File: src/rtl/command_dispatcher.sv
// ---------------------------------------------------------------------------
// command_dispatcher
//
// Host-side issuer for the encrypt/decrypt/add/mult sequencer. Host commands
// (opcode + two operand base addresses) are buffered in a small circular
// FIFO. The head command is presented to the sequencer with a one-cycle
// config_en pulse. The dispatcher then waits for the sequencer's done level
// and retires the command to the host with a one-cycle cmp_valid strobe. The
// head entry leaves the FIFO only at retire, so queue_count includes the
// command in flight.
//
// Optional feature macro: DISPATCH_TIMEOUT_EN
//   defined   : a WAIT watchdog retires a stuck command after TIMEOUT_CYCLES
//               WAIT cycles with cmp_error=1 (done on the same cycle wins)
//   undefined : WAIT lasts until done, cmp_error is constant 0
//
// Ports
//   clk, rst_n        clock, asynchronous active-low reset
//   cmd_valid/ready   host command handshake (ready = FIFO not full)
//   cmd_opcode        00 encrypt, 01 decrypt, 10 add, 11 mult
//   cmd_op1/2_addr    operand base addresses from host
//   opcode, op1/op2_base_addr, config_en   registered sequencer config port
//   done              sequencer completion level
//   busy              FSM not idle or FIFO non-empty
//   cmp_valid/opcode/error  registered completion report to host
//   queue_count       FIFO occupancy
// ---------------------------------------------------------------------------
module command_dispatcher #(
  parameter int ADDR_WIDTH      = 8,
  parameter int QUEUE_DEPTH     = 4,
  parameter int QUEUE_PTR_WIDTH = 2,
  parameter int TIMEOUT_CYCLES  = 1023
) (
  input  logic                       clk,
  input  logic                       rst_n,
  input  logic                       cmd_valid,
  output logic                       cmd_ready,
  input  logic [1:0]                 cmd_opcode,
  input  logic [ADDR_WIDTH-1:0]      cmd_op1_addr,
  input  logic [ADDR_WIDTH-1:0]      cmd_op2_addr,
  output logic [1:0]                 opcode,
  output logic                       config_en,
  output logic [ADDR_WIDTH-1:0]      op1_base_addr,
  output logic [ADDR_WIDTH-1:0]      op2_base_addr,
  input  logic                       done,
  output logic                       busy,
  output logic                       cmp_valid,
  output logic [1:0]                 cmp_opcode,
  output logic                       cmp_error,
  output logic [QUEUE_PTR_WIDTH:0]   queue_count
);

  localparam int ENTRY_W = 2 + 2 * ADDR_WIDTH;
  localparam int CNT_W   = QUEUE_PTR_WIDTH + 1;

  typedef enum logic [1:0] {
    ST_IDLE  = 2'b00,
    ST_ISSUE = 2'b01,
    ST_WAIT  = 2'b10
  } state_t;

  state_t                     state_r;
  state_t                     state_nxt_s;

  logic [ENTRY_W-1:0]         q_mem_r [QUEUE_DEPTH];
  logic [QUEUE_PTR_WIDTH-1:0] wr_ptr_r;
  logic [QUEUE_PTR_WIDTH-1:0] rd_ptr_r;
  logic [CNT_W-1:0]           count_r;
  logic [ENTRY_W-1:0]         head_s;

  logic                       push_s;
  logic                       issue_s;
  logic                       retire_s;
  logic                       timeout_s;
  logic                       wd_expired_s;

  assign cmd_ready   = (count_r != CNT_W'(QUEUE_DEPTH));
  assign push_s      = cmd_valid && cmd_ready;
  assign head_s      = q_mem_r[rd_ptr_r];
  assign queue_count = count_r;
  assign busy        = (state_r != ST_IDLE) || (count_r != CNT_W'(0));

`ifdef DISPATCH_TIMEOUT_EN
  localparam int WD_W = $clog2(TIMEOUT_CYCLES + 1);

  logic [WD_W-1:0] wd_cnt_r;

  // Watchdog: cleared during ISSUE (the only way into WAIT), counts WAIT cycles.
  always_ff @(posedge clk or negedge rst_n) begin
    if (!rst_n) begin
      wd_cnt_r <= WD_W'(0);
    end else if (state_r == ST_ISSUE) begin
      wd_cnt_r <= WD_W'(0);
    end else if (state_r == ST_WAIT) begin
      wd_cnt_r <= wd_cnt_r + WD_W'(1);
    end else begin
      wd_cnt_r <= wd_cnt_r;
    end
  end

  // The counter would reach TIMEOUT_CYCLES on this edge: this is the last
  // WAIT cycle, so a done seen in the same cycle still takes priority.
  assign wd_expired_s = (wd_cnt_r == WD_W'(TIMEOUT_CYCLES - 1));
`else
  logic unused_timeout_s;

  assign unused_timeout_s = ^32'(TIMEOUT_CYCLES);
  assign wd_expired_s     = 1'b0;
`endif

  // FIFO storage, pointers and occupancy; the pop happens only at retire.
  always_ff @(posedge clk or negedge rst_n) begin
    if (!rst_n) begin
      wr_ptr_r <= QUEUE_PTR_WIDTH'(0);
      rd_ptr_r <= QUEUE_PTR_WIDTH'(0);
      count_r  <= CNT_W'(0);
      for (int i = 0; i < QUEUE_DEPTH; i++) begin
        q_mem_r[i] <= ENTRY_W'(0);
      end
    end else begin
      if (push_s) begin
        q_mem_r[wr_ptr_r] <= {cmd_opcode, cmd_op1_addr, cmd_op2_addr};
        wr_ptr_r          <= wr_ptr_r + QUEUE_PTR_WIDTH'(1);
      end
      if (retire_s) begin
        rd_ptr_r <= rd_ptr_r + QUEUE_PTR_WIDTH'(1);
      end
      case ({push_s, retire_s})
        2'b10:   count_r <= count_r + CNT_W'(1);
        2'b01:   count_r <= count_r - CNT_W'(1);
        default: count_r <= count_r;
      endcase
    end
  end

  // FSM state register.
  always_ff @(posedge clk or negedge rst_n) begin
    if (!rst_n) begin
      state_r <= ST_IDLE;
    end else begin
      state_r <= state_nxt_s;
    end
  end

  // FSM next state plus issue/retire decisions. done is deliberately not
  // looked at in ISSUE: a stale done from the previous command may still be
  // high there, and the sequencer only clears it on the config_en edge.
  always_comb begin
    state_nxt_s = state_r;
    issue_s     = 1'b0;
    retire_s    = 1'b0;
    timeout_s   = 1'b0;
    case (state_r)
      ST_IDLE: begin
        if (count_r != CNT_W'(0)) begin
          issue_s     = 1'b1;
          state_nxt_s = ST_ISSUE;
        end else begin
          state_nxt_s = ST_IDLE;
        end
      end
      ST_ISSUE: begin
        state_nxt_s = ST_WAIT;
      end
      ST_WAIT: begin
        if (done) begin
          retire_s    = 1'b1;
          state_nxt_s = ST_IDLE;
        end else if (wd_expired_s) begin
          retire_s    = 1'b1;
          timeout_s   = 1'b1;
          state_nxt_s = ST_IDLE;
        end else begin
          state_nxt_s = ST_WAIT;
        end
      end
      default: begin
        state_nxt_s = ST_IDLE;
      end
    endcase
  end

  // Registered sequencer configuration and host completion outputs.
  always_ff @(posedge clk or negedge rst_n) begin
    if (!rst_n) begin
      opcode        <= 2'b00;
      op1_base_addr <= ADDR_WIDTH'(0);
      op2_base_addr <= ADDR_WIDTH'(0);
      config_en     <= 1'b0;
      cmp_valid     <= 1'b0;
      cmp_opcode    <= 2'b00;
      cmp_error     <= 1'b0;
    end else begin
      config_en <= issue_s;
      cmp_valid <= retire_s;
      if (issue_s) begin
        {opcode, op1_base_addr, op2_base_addr} <= head_s;
      end
      if (retire_s) begin
        cmp_opcode <= opcode;
        cmp_error  <= timeout_s;
      end
    end
  end

endmodule

File: config.mk
export PLATFORM = sky130hd
export DESIGN_NAME = command_dispatcher
export DESIGN_NICKNAME = d
export VERILOG_FILES = /design/src/rtl/command_dispatcher.sv
export SDC_FILE = /design/constraint.sdc
export NUM_CORES = 1
export LEC_CHECK = 0
export CAP_MARGIN = 30
export CORE_ASPECT_RATIO = 2
export CORE_MARGIN = 2
export CORE_UTILIZATION = 45
export DETAILED_ROUTE_END_ITERATION = 6
export GPL_TIMING_DRIVEN = 1
export MAX_ROUTING_LAYER = met4
export PLACE_DENSITY_LB_ADDON = 0.1
export SLEW_MARGIN = 20
export SYNTH_ARGS = -nofsm -noshare
export SYNTH_HDL_FRONTEND = slang
export SYNTH_SLANG_ARGS = --single-unit
File: constraint.sdc
create_clock -name clk -period 4.2 [get_ports clk]
set_clock_uncertainty 0.1 [all_clocks]
set_input_delay 1.05 -clock clk [delete_from_list [all_inputs] [get_ports clk]]
set_output_delay 1.05 -clock clk [all_outputs]
set_load 0.01 [all_outputs]
==> impl_metrics.py <==
metrics = {
    "sta": {
        "fmax_ghz": 0.324,
        "slew_violations": 0,
        "period_minus_slack_ns": 3.08,
        "fin_setup_tns_ns": 0,
        "finalHoldViolCount": 0,
        "setup-violations-final": 0,
        "fin_crit_sh": 0.734,
        "fin_ws_ns": 1.12,
        "max_slew_margin": 0.505,
        "worstMarginPinSlew_ns": 0.743,
        "rsz0062_at_grt": "false",
    },
    "synthesis": {
        "synth_top_area_share": 0.556,
        "ys_warn_count": 0,
        "ys_ff_latch": 103,
        "muxShareOfSynthArea": 0.343,
        "synth_area_per_cell_um2": 17.4,
        "seq_area_frac_synth": 0.556,
        "synth_fp_nets": 295,
        "synth_compound_area_frac": 0.00108,
        "synth_area_leaders": "dfrtp_1 56%, mux2_4 13%, mux2_2 10%",
        "synth_cell_types": 27,
        "postSynthCellCount": 267,
        "synth-simple-area-share": 0.0364,
        "synth_top_family_by_area": "multiplexers",
        "synth_fa_ha_area_frac": 0.0178,
        "synth_xor_area_frac": 0.0113,
        "synth_top_area_cell": "dfrtp_1",
        "syn_area_um2": 4640,
    },
    "min_path": {
        "min_delay_path_depth": 1,
        "hold-path-endpoint": "op1_base_addr[2]",
        "hold_start": "op1_base_addr[2]",
        "hold_class": "register to register",
    },
    "layout": {
        "seqCellArea_um2": 2580,
        "multi_input_area_um2": 1900,
        "post-route-cell-area_um2": 5530,
        "area_growth_syn_to_layout_pct": 19.3,
        "final_common_cell": "dfrtp_1",
        "final_cell_mix": "103 x dfrtp_1, 47 x clkdlybuf4s50_1, 43 x mux2_2",
        "drive_gt1_frac": 0.400,
        "finalNetCount": 348,
        "diodes": 0,
        "fillers": 846,
        "final_cell_count_no_fill": 460,
    },
    "worst_setup_path": {
        "crit_buf_inv": 1,
        "crit_fanout": 6,
        "start_kind": "register",
        "rr_startpoint": "queue_count[1]",
        "r2r_setup_slack_ns": 1.65,
        "arrival_ns": 1.93,
        "critPathKind": "register to primary output",
        "max_stage_delay_ns": 0.59,
        "timing.rr.end": "queue_count[2]",
        "cpMaxStageDelayCell": "or3b_1",
        "crit_cells": 2,
        "cp_cell_sequence": "or3b_1 > clkdlybuf4s50_1",
        "critPathRequiredTime_ns": 3.05,
        "reg2regPathDepth": 8,
        "cp_top_family": "simple AND/OR/NAND/NOR gates",
        "end_kind": "primary output",
    },
    "global_routing": {
        "antenna_found_initial": 0,
        "grt_overflow": 0,
        "grt_pass1_vias": 2752,
        "grtUsageTotal": 0.180,
        "grt_max_degree": 59,
        "grt_pass1_wl_um": 14300,
    },
    "clock_tree": {
        "cts_resized": 0,
        "cts_tree": "built",
        "post-cts-setup-buffers": 0,
        "ctsHoldBuffers": 0,
        "root_buffer": "clkbuf_16",
        "cts_made_buffers": 9,
        "clkSinkCount": 103,
        "cts.clk_slew.worst_paths_ns": 0.07,
        "h-tree-depth": 3,
        "worstSkewPairLatency_ns": 0.34,
        "cts_buffer_depth": 2,
    },
    "place": {
        "dp.final_hpwl_um": 5510,
        "post-place-ws_ns": 1.01,
        "placed_area_um2": 5220,
        "port_buffers": 48,
        "gp_congestion": 0.715,
        "dp.cells": 444,
    },
    "floorplan": {
        "core_um2": 10100,
        "die_w_um": 75.8,
        "die-area_um2": 11200,
        "rows": 52,
        "start_util": 0.460,
        "fp.dieH_um": 148,
        "ioPinCount": 50,
    },
    "routing": {
        "detail-route-antenna-nets": 0,
        "route.detailed.drc": 0,
        "vias": 2387,
        "drt_first_iter_violations": 89,
        "viasPerCell": 5.19,
        "drt-total-wl_um": 8570,
        "drt-pass1-iter-count": 4,
        "avgRoutedWirePerCell_um": 18.6,
    },
    "status": {
        "status": "finished, final reports clean",
    },
    "pwr": {
        "p_leak_uw": 0.00246,
        "ir_drop_uv": 368,
        "power_density_nw_per_um2": 838,
    },
    "flow_run": {
        "drv_cap": 0,
    },
}
report_power, final:
part | internal (uW) | switching (uW)
clock network | 469 | 376
logic | 1280 | 680
registers | 1510 | 323
per-stage QoR:
step                      total power, uW  utilization  hold WS [ns]
after floorplan                      3220            -         0.359
after global placement               3750        0.514         0.368
after detailed placement             3860        0.518         0.375
after CTS                            4720        0.548         0.391
after global routing                 4940        0.548         0.405
final                                4630        0.548         0.386
Yosys cell counts:
| master | number |
|---|---|
| fa_1 | 1 |
| nor3_4 | 1 |
| clkbuf_1 | 1 |
| or3b_1 | 1 |
| conb_1 | 1 |
| ha_1 | 5 |
| xnor2_1 | 4 |
| mux2_4 | 40 |
| mux2_2 | 43 |
| nand3_4 | 4 |
| nor3_2 | 1 |
| nor2_1 | 2 |
| nand3b_1 | 1 |
| buf_4 | 1 |
| o21ai_0 | 1 |
| inv_1 | 6 |
| buf_2 | 4 |
| mux2_1 | 8 |
| buf_12 | 4 |
| nand2_1 | 10 |
| nand2b_1 | 1 |
| xor2_1 | 2 |
| mux2i_1 | 1 |
| dfrtp_1 | 103 |
| nor3_1 | 1 |
| mux4_2 | 18 |
| buf_6 | 2 |
state kept, by name, indices dropped and copies added (netlist names):
| name | cells |
|---|---|
| q_mem_r | 72 |
| op1_base_addr | 8 |
| op2_base_addr | 8 |
| queue_count | 3 |
| cmp_opcode | 2 |
| opcode | 2 |
| rd_ptr_r | 2 |
| state_r | 2 |
| wr_ptr_r | 2 |
| cmp_valid | 1 |
| config_en | 1 |
final cells by class:
type / instances / share of cell area
timing repair buffer: 54 / 0.0995
sequential: 103 / 0.466
inverter: 6 / 0.00407
multi-input combinational: 146 / 0.344
tap: 135 / 0.0305
clock inverter: 7 / 0.0149
clock buffer: 9 / 0.0407
worst max path at each step:
stage	endpoint	startpoint
floorplan	queue_count[2]	done
global placement	queue_count[2]	cmd_valid
detailed placement	queue_count[2]	cmd_valid
CTS	cmd_ready	queue_count[1]
global route	cmd_ready	queue_count[1]
finish	cmd_ready	queue_count[1]
kinds of logic (layout without fill, tap and decap cells):
family	after synthesis	count (layout)
muxes	110	110
DFF	103	103
and+or+nand+nor	22	22
adders and majority gates	6	6
xor gates and xnor gates	6	6
other	1	1
AOI/OAI and AO/OA	1	1
buffers and inverters	18	76
routing by layer:
layer	GRT usage	up-vias	wire length, um
met5	-	-	0
met4	0.0851	0	211
met3	0.0225	17	147
met2	0.287	40	4570
met1	0.223	1263	3630
li1	-	1067	-
Note: power is estimated with default switching activity, not from simulation.
==> RTL edit, RTL diff (same flow settings) <==
Encoding of `state_t`: now one-hot (3 bits for 3 states).
--- a/src/rtl/command_dispatcher.sv
+++ b/src/rtl/command_dispatcher.sv
@@ -54,8 +54,8 @@
   localparam int CNT_W   = QUEUE_PTR_WIDTH + 1;
 
-  typedef enum logic [1:0] {
-    ST_IDLE  = 2'b00,
-    ST_ISSUE = 2'b01,
-    ST_WAIT  = 2'b10
+  typedef enum logic [2:0] {
+    ST_IDLE  = 3'b001,
+    ST_ISSUE = 3'b010,
+    ST_WAIT  = 3'b100
   } state_t;
 
Check against the original RTL: same outputs for any inputs over 10 cycles, from zero or initial values and one cycle with rst_n low; not proved beyond that.
==> RTL edit against the original RTL <==
Power up 3.0%; utilization is 0.57 points higher; wire length is 1.2% lower; non-clock buffer count unchanged; via count increased by 0.17%; synthesized area up 1.5%; sequential cell count up 1; setup slack better by 11 ps; design area grew 1.7%; critical endpoint unchanged.
==> RTL edit: results <==
[drt]
wire_per_inst_um = 18.3
drt_first_iter_violations = 79
route.vias.total = 2391
drtPass1Iterations = 4

[setup_path]
crit_path_top_delay_cell = "or3b_1"
reg2reg_to = "queue_count[2]"
crit_path_max_cell_delay_ps = 580
critical_path.reg2reg.startpoint = "queue_count[0]"
ff2ff_setup_slack_ps = 1720
worst_setup_path_type = "reg -> out"
crit_fanout = 6
worst_ep_arrival_time_ps = 1920

[cells_and_area]
final_nets = 351
largest_registers = "q_mem_r (72), op1_base_addr (8), op2_base_addr (8)"
n_fill_cell = 854
insertedDiodeCount = 0
drive_above_1_share_pct = 42.4

[yosys]
synthesis.yosys.warnings = 0
async_flop_share_pct = 100
seq_area_frac_synth_pct = 55.3
synth_area_leaders = "dfrtp_1 (55%), mux2_4 (13%), mux2_2 (13%)"
syn-num-nets = 300
post_synth_num_cell_types = 29
synthTopCellsByCount = "dfrtp_1 (103), mux2_2 (53), mux2_4 (40)"

[global_route]
wire_length_of_the_first_global_routing_pass_um = 14200
grt.total_usage_pct = 16.6
grt_max_degree = 48
vias_in_the_first_global_route = 2698

[worst_hold_path]
worst_hold_startpoint = "q_mem_r[29]"
hold_depth = 1
min_to = "q_mem_r[29]"

[clocking]
clock_tree.buffer_depth = 2
clkLatencyLatePin_ps = 340
post-cts-setup-buffer-count = 0
number_of_buffers_created_by_cts = 9
clk_root_buffer_cell = "clkbuf_16"
htree_num_levels = 3
number_of_instances_resized_during_post_cts_repair = 0
clkTransAtPathRegs_ps = 60

[placed_design]
dpl_cell_area_um2 = 5280
gp_routability_congestion = 0.705
detailedPlacementHpwl_um = 5420

[sta]
hold_viol = 0
tightestPinTransition_ps = 573

[status]
run_status = "finished clean"

[power_and_ir_drop]
leakage_nw = 2.51
vdd.ir_drop.worst_mv = 0.366
==> RTL edit: worst max path at each step <==
stage                    from             end
6_report       queue_count[0]       cmd_ready
3_5_place_dp             done  queue_count[2]
5_1_grt        queue_count[0]       cmd_ready
3_3_place_gp             done  queue_count[2]
2_1_floorplan            done  queue_count[2]
4_1_cts        queue_count[0]       cmd_ready
==> RTL edit: cells by family after synthesis <==
group | synth area share [%]
mux | 34.5
flops | 55.3
buf+inv | 3.67
simple gates | 3.24
fa+ha+maj | 1.76
xor+xnor | 1.12
compound gates | 0.292
other cells | 0.0797
==> RTL edit: where the power goes <==
part	internal (W)	switching [W]
combinational	0.00129	0.000683
clock	0.000599	0.000359
sequential	0.00153	0.000314
==> RTL edit: metrics by stage <==
step | power (W) | setup slack (ps) | std cells | utilization, % | hold WS [ps]
after CTS | 0.00484 | 1090 | 463 | 55.4 | 402
after global placement | 0.00378 | 1010 | 445 | 51.6 | 382
after floorplan | 0.00327 | 1490 | 272 | - | 374
final | 0.00477 | 1130 | 463 | 55.4 | 402
after detailed placement | 0.00387 | 968 | 447 | 52.0 | 388
after global routing | 0.00505 | 1050 | 463 | 55.4 | 417
==> RTL edit: final cells by class <==
class / count / area (um^2) / share of cell area (%)
Clock inverter: 5 / 104 / 1.85
Timing Repair Buffer: 54 / 551 / 9.79
Sequential cell: 104 / 2600 / 46.3
Multi-Input combinational cell: 147 / 1930 / 34.3
Clock buffer: 11 / 243 / 4.32
Tap cell: 135 / 169 / 3.00
Inverter: 7 / 26.3 / 0.467
==> RTL edit: critical path, delay by kind of cell (launching register included) <==
kind          cells  cell delay [ps]
buf+inv           1              560
flops             1              440
simple gates      1              580
==> RTL edit: metal layers <==
layer	part of all wire, %	track usage (%)	up-vias
met4	1.7	5.64	0
met1	45	21.1	1261
li1	-	-	1078
met5	0	-	-
met3	2.7	3.46	11
met2	51	26.7	41
